<file path="src/rtl/down_counter_pkg.sv">
// Shared types and constants for the down_counter block.
package down_counter_pkg;

    localparam int unsigned DEFAULT_WIDTH = 8;

    typedef enum logic [1:0] {
        IDLE,
        RUN,
        DONE
    } state_t;

endpackage

</file>
<file path="src/rtl/down_counter.sv">
// Loadable down counter with a one-cycle done pulse.
// Define DOWN_COUNTER_RELOAD_EN to restart from the last loaded value after DONE.
module down_counter
    import down_counter_pkg::*;
#(
    parameter int unsigned WIDTH = DEFAULT_WIDTH
) (
    input  logic             clk,
    input  logic             reset,
    input  logic             enable,
    input  logic             load,
    input  logic [WIDTH-1:0] load_value,
    output logic [WIDTH-1:0] out,
    output logic             busy,
    output logic             zero,
    output logic             done
);

    state_t           state, state_n;
    logic [WIDTH-1:0] out_n;
`ifdef DOWN_COUNTER_RELOAD_EN
    logic [WIDTH-1:0] reload, reload_n;
`endif

    always_ff @(posedge clk) begin
        if (reset) begin
            state  <= IDLE;
            out    <= '0;
`ifdef DOWN_COUNTER_RELOAD_EN
            reload <= '0;
`endif
        end else begin
            state  <= state_n;
            out    <= out_n;
`ifdef DOWN_COUNTER_RELOAD_EN
            reload <= reload_n;
`endif
        end
    end

    // Load wins in every state; a zero load parks in IDLE without a done pulse.
    always_comb begin
        state_n  = state;
        out_n    = out;
`ifdef DOWN_COUNTER_RELOAD_EN
        reload_n = reload;
`endif
        if (load) begin
            out_n   = load_value;
            state_n = (load_value != '0) ? RUN : IDLE;
`ifdef DOWN_COUNTER_RELOAD_EN
            reload_n = load_value;
`endif
        end else begin
            case (state)
                IDLE: begin
                    state_n = IDLE;
                end
                RUN: begin
                    if (enable) begin
                        if (out > WIDTH'(1)) begin
                            out_n = out - WIDTH'(1);
                        end else begin
                            out_n   = '0;
                            state_n = DONE;
                        end
                    end
                end
                DONE: begin
`ifdef DOWN_COUNTER_RELOAD_EN
                    if (reload != '0) begin
                        out_n   = reload;
                        state_n = RUN;
                    end else begin
                        out_n   = '0;
                        state_n = IDLE;
                    end
`else
                    out_n   = '0;
                    state_n = IDLE;
`endif
                end
                default: begin
                    out_n   = '0;
                    state_n = IDLE;
                end
            endcase
        end
    end

    assign busy = (state == RUN);
    assign done = (state == DONE);
    assign zero = (out == '0);

endmodule

</file>
<file path="config.mk">
export PLATFORM = sky130hd
export DESIGN_NAME = down_counter
export DESIGN_NICKNAME = d
export VERILOG_FILES = /design/src/rtl/down_counter_pkg.sv /design/src/rtl/down_counter.sv
export SDC_FILE = /design/constraint.sdc
export NUM_CORES = 1
export LEC_CHECK = 0
export CAP_MARGIN = 20
export CORE_MARGIN = 2
export CORE_UTILIZATION = 44
export CTS_CLUSTER_SIZE = 28
export DETAILED_ROUTE_END_ITERATION = 10
export PLACE_DENSITY = 0.79
export SLEW_MARGIN = 0
export SYNTH_ARGS = -nofsm -noshare
export SYNTH_HDL_FRONTEND = slang
export SYNTH_SLANG_ARGS = --single-unit
</file>
<file path="constraint.sdc">
create_clock -name clk -period 2.35 [get_ports clk]
set_input_delay 0.47 -clock clk [delete_from_list [all_inputs] [get_ports clk]]
set_output_delay 0.47 -clock clk [all_outputs]
set_load 0.02 [all_outputs]
</file>
==> results.cfg, run 1 <==
[sta]
fin_crit_sh_pct = 97.0
finalSetupViolations = 0
tightest_slew_ps = 473
drv_slew = 0
max_freq_mhz = 439
period_minus_slack_ps = 2280
setup_tns_ps = 0
relSlewSlack_pct = 68.4
worst_clock_skew_ps = 5.62
rsz0062_at_grt = no
hold_violations = 0

[hold_path]
hold_path_end = out[7]
hold_path.class = reg2reg
hold_start = out[7]
holdPathStages = 2

[synthesis]
ys_types = 35
synth_area_leaders = dfxtp_1 (28%), ha_1 (5.3%), a21oi_1 (5.0%)
synthCells = 81
synth_nets = 96
ys.flop_type = dfxtp_1
avgSynthCellArea_um2 = 8.68
synth_seq_area_share_pct = 28.5
synthTopCellsByCount = dfxtp_1 (10), a21oi_1 (7), nand2_1 (7)
async_flop_share_pct = 0
synth-edff-count = 0
ys_seq_elements = 10
yosysWarnings = 0
yosysTopAreaCellShare_pct = 28.5
synth_area_um2 = 703
netlist.top_cell.by_area = dfxtp_1
yosysMostFrequentCell = dfxtp_1

[drt]
vias = 762
wire_per_inst_um = 15.7
vias_per_cell = 6.15
drc_errors = 0
dr.pass1.iters = 4
wirelength_mm = 1.95
ant_nets = 0
drt_iter0_drc = 52

[pwr]
irDropWorstVdd_mv = 0.402
pwr-share-clk_pct = 29.2
power.switching_w = 0.000184
pwr-share-comb_pct = 35.2
internal-power_w = 0.000370
leakagePower_nw = 0.358
swShare_pct = 33.2
powerDensity_nw_per_um2 = 555
pwr-share-seq_pct = 35.6

[clocking]
cts_setup_buffers = 0
cts_tree = built
htree_levels = 1
clock_sinks = 10
clk-insertion-delay-late_ps = 280
clk_pin_slew_ps = 70
cts_hold_buf = 0
clock_tree.root_cell = clkbuf_4
clock_tree.buffer_depth = 2
cts-buffers-inserted = 3
cts_resized = 0

[setup_path]
cp.arrival_ps = 1810
r2r_end = out[0]
slowest_delay_ps = 610
crit_chain = nor4_4, and3_1, clkdlybuf4s50_1
path_class = reg2out
rrSetupSlack_ps = 420
r2r_start = out[0]
cp-end-kind = output pin
worstPathMaxFanout = 8
slowest_stage = clkdlybuf4s50_1
worst_r2r_path_depth = 6
worstPathRequired_ps = 1880
startpoint_type = flop

[floorplanning]
die-area_um2 = 1930
initial_utilization_pct = 46.7
die_y_um = 44.0
die_w_um = 44.0
ios = 23
core_um2 = 1510
placement_rows = 14

[status]
status = completed

[global_routing]
grt_max_degree = 15
grt_pass1_vias = 660
grt_pass1_wl_mm = 3.29
grtUsageTotal_pct = 23.2
gr-total-overflow = 0
grt_antenna_before_repair = 0

[place]
hpwl_mm = 1.40
port_buffers = 22
place.gp.congestion = 0.831
place_inst = 120

[cells_and_area]
antenna_cells = 0
nNetsFinal = 124
finalNonFillerCells = 124
syn2layout_area_growth_pct = 41.8
layout-drive-gt1-share_pct = 13.9
fill_cells = 132

[job]
maxCapViolations = 0
-- through the flow --
| step | cell area, um2 | worst slack [ps] | hold WS (ps) | total power (W) | util (%) |
|---|---|---|---|---|---|
| after global placement | 961 | 337 | 506 | 0.000391 | 63.8 |
| after floorplan | 703 | 493 | 586 | 0.000311 | - |
| final | 997 | 69.6 | 531 | 0.000554 | 66.2 |
| after CTS | 997 | 73.9 | 531 | 0.000552 | 66.2 |
| after global routing | 997 | 15.5 | 555 | 0.000581 | 66.2 |
| after detailed placement | 961 | 274 | 520 | 0.000391 | 63.8 |
-- cell usage in the layout, fill, tap and decap left out, types with 2 or more instances in the layout --
cell | Yosys | routed
buf_4 | 0 | 4
ha_1 | 3 | 3
a211oi_1 | 3 | 3
nand4_1 | 2 | 2
nor3b_1 | 3 | 3
dfxtp_1 | 10 | 10
clkbuf_4 | 0 | 3
o32ai_1 | 2 | 2
nand3b_1 | 2 | 2
a221oi_1 | 2 | 2
nor2b_1 | 3 | 3
nand2_1 | 7 | 7
clkdlybuf4s50_1 | 0 | 22
inv_1 | 3 | 3
o21ai_0 | 2 | 2
a21oi_1 | 7 | 7
nor4_1 | 2 | 2
nor2_1 | 5 | 5
nor3_1 | 3 | 3
a22oi_1 | 3 | 3
-- layer usage --
layer | wire length, um | share of wire [%] | vias up | track usage (%)
met3 | 133 | 6.8 | 5 | 3.75
met4 | 38 | 1.9 | 0 | 10.9
met5 | 0 | 0 | - | 0
li1 | - | - | 368 | -
met2 | 876 | 45 | 36 | 30.9
met1 | 903 | 46 | 353 | 35.5
-- cell type report --
cell class / count / area, um2 / share of cell area [%]
multi-input combinational: 65 / 479 / 48.1
sequential: 10 / 200 / 20.1
inverter: 3 / 11.3 / 1.13
clock buffer: 4 / 36.3 / 3.64
tap: 16 / 20.0 / 2.01
timing repair buffer: 26 / 250 / 25.1
-- cells by family after synthesis --
logic type	count (synthesis)	synth area share, %
compound gates	26	30.8
mux	1	2.13
flops	10	28.5
buf+inv	6	3.38
fa+ha+maj	3	5.34
simple gates	35	29.9
-- power groups by stage --
stage,clock (W),sequential (W),combinational [W]
5_1_grt,0.000170,0.000200,0.000211
3_5_place_dp,0,0.000201,0.000190
4_1_cts,0.000162,0.000197,0.000193
6_report,0.000162,0.000197,0.000195
3_3_place_gp,0,0.000201,0.000191
2_1_floorplan,0,0.000209,0.000102
-- worst max path at each step --
stage                       from      to  slack [ps]  depth (start not counted)
after floorplan           out[0]  out[0]         490                          6
after global placement      load  out[7]         340                          6
after detailed placement    load  out[7]         270                          6
after CTS                 out[2]    zero          70                          3
after global routing      out[2]    zero          20                          3
final                     out[2]    zero          70                          3
-- registers in the layout, summed over array words and instances, names as in the netlist --
name and flops:
out 8, state 2
-- critical path: cells and delay by family, from the launching register on --
family / cells / cell delay, ps
flip-flops: 1 / 400
buffers and inverters: 1 / 610
AND/OR/NAND/NOR: 2 / 520
(Power assumes the default switching activity.)
==> run 2, diff against run 1 <==
--- a/config.mk
+++ b/config.mk
@@ -10,7 +10,7 @@
 export CORE_UTILIZATION = 44
 export CTS_CLUSTER_SIZE = 28
 export DETAILED_ROUTE_END_ITERATION = 10
-export PLACE_DENSITY = 0.79
+export PLACE_DENSITY = 0.81
 export SLEW_MARGIN = 0
 export SYNTH_ARGS = -nofsm -noshare
 export SYNTH_HDL_FRONTEND = slang
==> run 2 against run 1 <==
Final area unchanged. Register-to-register slack worse by 30 ps. Global-route usage up 0.94 points. Clock power down 2%. Critical path type unchanged.
==> results.cfg, run 2 (synthesis results as in run 1) <==
[status]
status = completed

[global_routing]
grtUsageTotal_pct = 24.1
grt_antenna_before_repair = 0
grt_pass1_wl_mm = 3.35
gr-total-overflow = 0
grt_pass1_vias = 740
grt_max_degree = 15

[sta]
finalSetupViolations = 0
fin_crit_sh_pct = 97.0
tightest_slew_ps = 437
max_freq_mhz = 439
period_minus_slack_ps = 2280
drv_slew = 0
relSlewSlack_pct = 70.8
worst_clock_skew_ps = 7.18
hold_violations = 0
fin_hold_ws_ps = 534
rsz0062_at_grt = no
setup_tns_ps = 0

[setup_path]
r2r_end = out[0]
cp-end-kind = output pin
path_class = reg2out
r2r_start = out[0]
slowest_delay_ps = 610
cp.arrival_ps = 1810
worstPathRequired_ps = 1880
startpoint_type = flop
slowest_stage = clkdlybuf4s50_1
worst_r2r_path_depth = 6
crit_chain = nor4_4, and3_1, clkdlybuf4s50_1
worstPathMaxFanout = 8
rrSetupSlack_ps = 390

[cells_and_area]
max_flop_register = out
mostFrequentLayoutCells = clkdlybuf4s50_1 (22), dfxtp_1 (10), nand2_1 (7), a21oi_1 (7), nor2_1 (5)
reg_top3 = out (8), state (2)
largest_register_ffs = 8
syn2layout_area_growth_pct = 41.8
layout-drive-gt1-share_pct = 13.9
final_common_cell = clkdlybuf4s50_1
nNetsFinal = 124
antenna_cells = 0
fill_cells = 126

[clocking]
clock_tree.buffer_depth = 2
clk-insertion-delay-late_ps = 270
htree_levels = 1
cts_resized = 0
cts_hold_buf = 0
clock_tree.root_cell = clkbuf_4
cts_tree = built
clk_pin_slew_ps = 70
cts-buffers-inserted = 3
cts_setup_buffers = 0
clock_sinks = 10

[hold_path]
hold_path_end = out[7]
hold_start = out[7]
hold_path.class = reg2reg
holdPathStages = 2

[drt]
wire_per_inst_um = 16.6
drc_errors = 0
wl_met3_um = 176
dr.pass1.iters = 4
met1_length_um = 823
ant_nets = 0
vias = 811
met2_length_mm = 1.02
wirelength_mm = 2.06
routed.top_layer = met4
vias_per_cell = 6.54
drt_iter0_drc = 40

[place]
place.gp.congestion = 0.847
port_buffers = 22
hpwl_mm = 1.54

[floorplanning]
initial_utilization_pct = 46.7
die_y_um = 44.0
ios = 23
core_um2 = 1510
placement_rows = 14
die-area_um2 = 1930
die_w_um = 44.0

[pwr]
swShare_pct = 33.1
power.switching_w = 0.000183
pwr-share-comb_pct = 35.5
leakagePower_nw = 0.358
irDropWorstVdd_mv = 0.357
pwr-share-seq_pct = 35.9
internal-power_w = 0.000370
powerDensity_nw_per_um2 = 554
pwr-share-clk_pct = 28.6

[job]
maxCapViolations = 0
-- run 2: per-layer routing --
metal,track usage (%),vias to the layer above
met5,0,-
met4,10.3,0
met3,8.33,6
met2,37.9,49
met1,29.7,385
li1,-,371
-- run 2: per-stage QoR --
step / total power (W) / setup slack, ps / cells / instance area, um2 / utilization (%)
after floorplan: 0.000311 / 493 / 81 / 703 / -
after global placement: 0.000392 / 338 / 120 / 961 / 63.8
after detailed placement: 0.000394 / 249 / 120 / 961 / 63.8
after CTS: 0.000554 / 55.5 / 124 / 997 / 66.2
after global routing: 0.000578 / 6.48 / 124 / 997 / 66.2
final: 0.000552 / 70.8 / 124 / 997 / 66.2
-- run 2: worst max-delay path, delay by kind of cell, from the launching register on --
kind	cells	cell delay, ps
buffers and inverters	1	610
DFF	1	400
and+or+nand+nor	2	530
-- run 2: worst max-delay path by stage --
stage | start | end | slack [ps] | cells after the start
after floorplan | out[0] | out[0] | 490 | 6
after global placement | load | out[0] | 340 | 5
after detailed placement | load | out[0] | 250 | 5
after CTS | out[2] | zero | 60 | 3
after global routing | out[2] | zero | 6 | 3
final | out[2] | zero | 70 | 3
-- run 2: power by group through the flow --
stage	logic, W	registers, W	clock network, W
6_report	0.000196	0.000198	0.000158
5_1_grt	0.000210	0.000200	0.000168
4_1_cts	0.000194	0.000198	0.000162
3_5_place_dp	0.000192	0.000202	0
3_3_place_gp	0.000191	0.000201	0
2_1_floorplan	0.000102	0.000209	0
-- run 2: area by class of cell --
type | count | area (um2) | share of cell area (%)
well taps | 16 | 20.0 | 2.01
repair buffers | 26 | 250 | 25.1
inverters | 3 | 11.3 | 1.13
multi-input cells | 65 | 479 | 48.1
flip-flops and latches | 10 | 200 | 20.1
clock buffers | 4 | 36.3 | 3.64
==> run 3, diff against run 2 <==
--- a/config.mk
+++ b/config.mk
@@ -5,11 +5,13 @@
 export SDC_FILE = /design/constraint.sdc
 export NUM_CORES = 1
 export LEC_CHECK = 0
+export ABC_CLOCK_PERIOD_IN_PS = 2350
 export CAP_MARGIN = 20
-export CORE_MARGIN = 2
+export CORE_MARGIN = 10
 export CORE_UTILIZATION = 44
 export CTS_CLUSTER_SIZE = 28
 export DETAILED_ROUTE_END_ITERATION = 10
+export GPL_TIMING_DRIVEN = 0
 export PLACE_DENSITY = 0.81
 export SLEW_MARGIN = 0
 export SYNTH_ARGS = -nofsm -noshare
==> run 3 against run 2 <==
Worst setup slack improved by 46 ps. Wire length increased by 9.3%. Critical endpoint unchanged. Highest routed layer unchanged. Via count decreased by 3.0%. Utilization decreased by 1.4 points.
==> results.cfg, run 3 (synthesis results as in run 1) <==
[status]
status = completed

[sta]
hold_violations = 0
period_minus_slack_ps = 2230
drv_slew = 0
rsz0062_at_grt = no
fin_crit_sh_pct = 95.0
relSlewSlack_pct = 43.7
worst_clock_skew_ps = 6.47
tightest_slew_ps = 840
finalSetupViolations = 0
setup_tns_ps = 0
max_freq_mhz = 448

[setup_path]
path_class = reg2out
startpoint_type = flop
worstPathMaxFanout = 4
worstPathRequired_ps = 1880
cp.arrival_ps = 1760
worst_r2r_path_depth = 6
r2r_start = out[0]
r2r_end = out[0]
rrSetupSlack_ps = 340
cp-end-kind = output pin

[clocking]
cts_hold_buf = 0
clk_pin_slew_ps = 70
clock_tree.root_cell = clkbuf_4
cts-buffers-inserted = 3
htree_levels = 1
clk-insertion-delay-late_ps = 270
cts_tree = built
clock_sinks = 10
clock_tree.buffer_depth = 2

[place]
port_buffers = 22
post_dp_cell_area_um2 = 943
place_inst = 119
hpwl_mm = 1.64
place.gp.congestion = 0.824

[cells_and_area]
final_common_cell = clkdlybuf4s50_1
fin_area_um2 = 976
finalNonFillerCells = 123
final_util_pct = 64.8
fill_cells = 134
antenna_cells = 0
syn2layout_area_growth_pct = 38.8
max_flop_register = out
register_area_um2 = 200
reg_top3 = out (8), state (2)
mostFrequentLayoutCells = clkdlybuf4s50_1 (22), dfxtp_1 (10), nand2_1 (7), a21oi_1 (7), nor2_1 (4)
multi_input_area_um2 = 482
layout-drive-gt1-share_pct = 12.1
nNetsFinal = 124
largest_register_ffs = 8

[drt]
drc_errors = 0
wirelength_mm = 2.25
ant_nets = 0
vias_per_cell = 6.40
vias = 787
drt_iter0_drc = 45
wire_per_inst_um = 18.3
dr.pass1.iters = 4

[pwr]
irDropWorstVdd_mv = 0.323
power_w = 0.000511
powerDensity_nw_per_um2 = 524
leakagePower_nw = 0.344

[hold_path]
hold_start = out[4]
holdPathStages = 2
hold_path.class = reg2reg
hold_path_end = out[4]

[floorplanning]
die_w_um = 60.0
placement_rows = 14
ios = 23
core_um2 = 1510
initial_utilization_pct = 46.7
die-area_um2 = 3600
die_y_um = 60.0

[job]
maxCapViolations = 0

[global_routing]
grt_pass1_wl_mm = 3.68
grt_antenna_before_repair = 0
grt_pass1_vias = 717
grt_max_degree = 11
grtUsageTotal_pct = 13.2
gr-total-overflow = 0
-- run 3: cell count changes in the layout (fill, tap and decap cells not counted) --
cell      delta
clkbuf_1     +2
nor2_2       +1
buf_4        -3
buf_2        +1
clkbuf_8     -1
nor2_1       -1
-- run 3: worst max-delay path by stage --
stage	startpoint	to	slack (ps)	depth (start not counted)
floorplan	out[0]	out[0]	490	6
global placement	load	out[5]	50	5
detailed placement	load	out[6]	-50	5
CTS	out[6]	zero	60	3
global route	out[5]	zero	40	3
finish	out[5]	zero	120	3
-- run 3: per-stage QoR --
stage	setup WS (ps)	hold slack (ps)
floorplan	493	586
CTS	60.4	532
global route	44.2	567
detailed placement	-50.5	523
global placement	49.6	509
finish	117	546
-- run 3: cell type report --
class                           instances  area share [%]
Buffer                                  3            1.28
Clock buffer                            3            2.31
Inverter                                3            1.15
Multi-Input combinational cell         65            49.4
Sequential cell                        10            20.5
Tap cell                               16            2.05
Timing Repair Buffer                   23            23.3
-- run 3: power breakdown --
| group | switching (W) | internal [W] | total, W | leakage (nW) |
|---|---|---|---|---|
| Sequential | 0.0000174 | 0.000180 | 0.000198 | 0.0823 |
| Clock | 0.0000603 | 0.0000592 | 0.000119 | 0.0138 |
| Combinational | 0.000102 | 0.0000920 | 0.000194 | 0.248 |
-- run 3: critical path, cell delays in order (launching register included) --
cell and delay, ps:
dfxtp_1 360, nor4_4 330, and3_1 200, clkdlybuf4s50_1 600
-- run 3: per-layer routing --
metal	vias up	share of wire, %	track usage [%]
met5	-	0	0
met4	0	1.9	3.21
met3	4	9.7	5.93
met2	43	48	20.0
met1	365	40	16.4
li1	375	-	-
-- run 3: timing repair --
| item | in CTS | in global routing |
|---|---|---|
| pin swaps | 1 | 0 |
| buffers inserted | 1 | 0 |
| gates resized for setup | 0 | 1 |
| endpoints found under the setup margin | 1 | 1 |
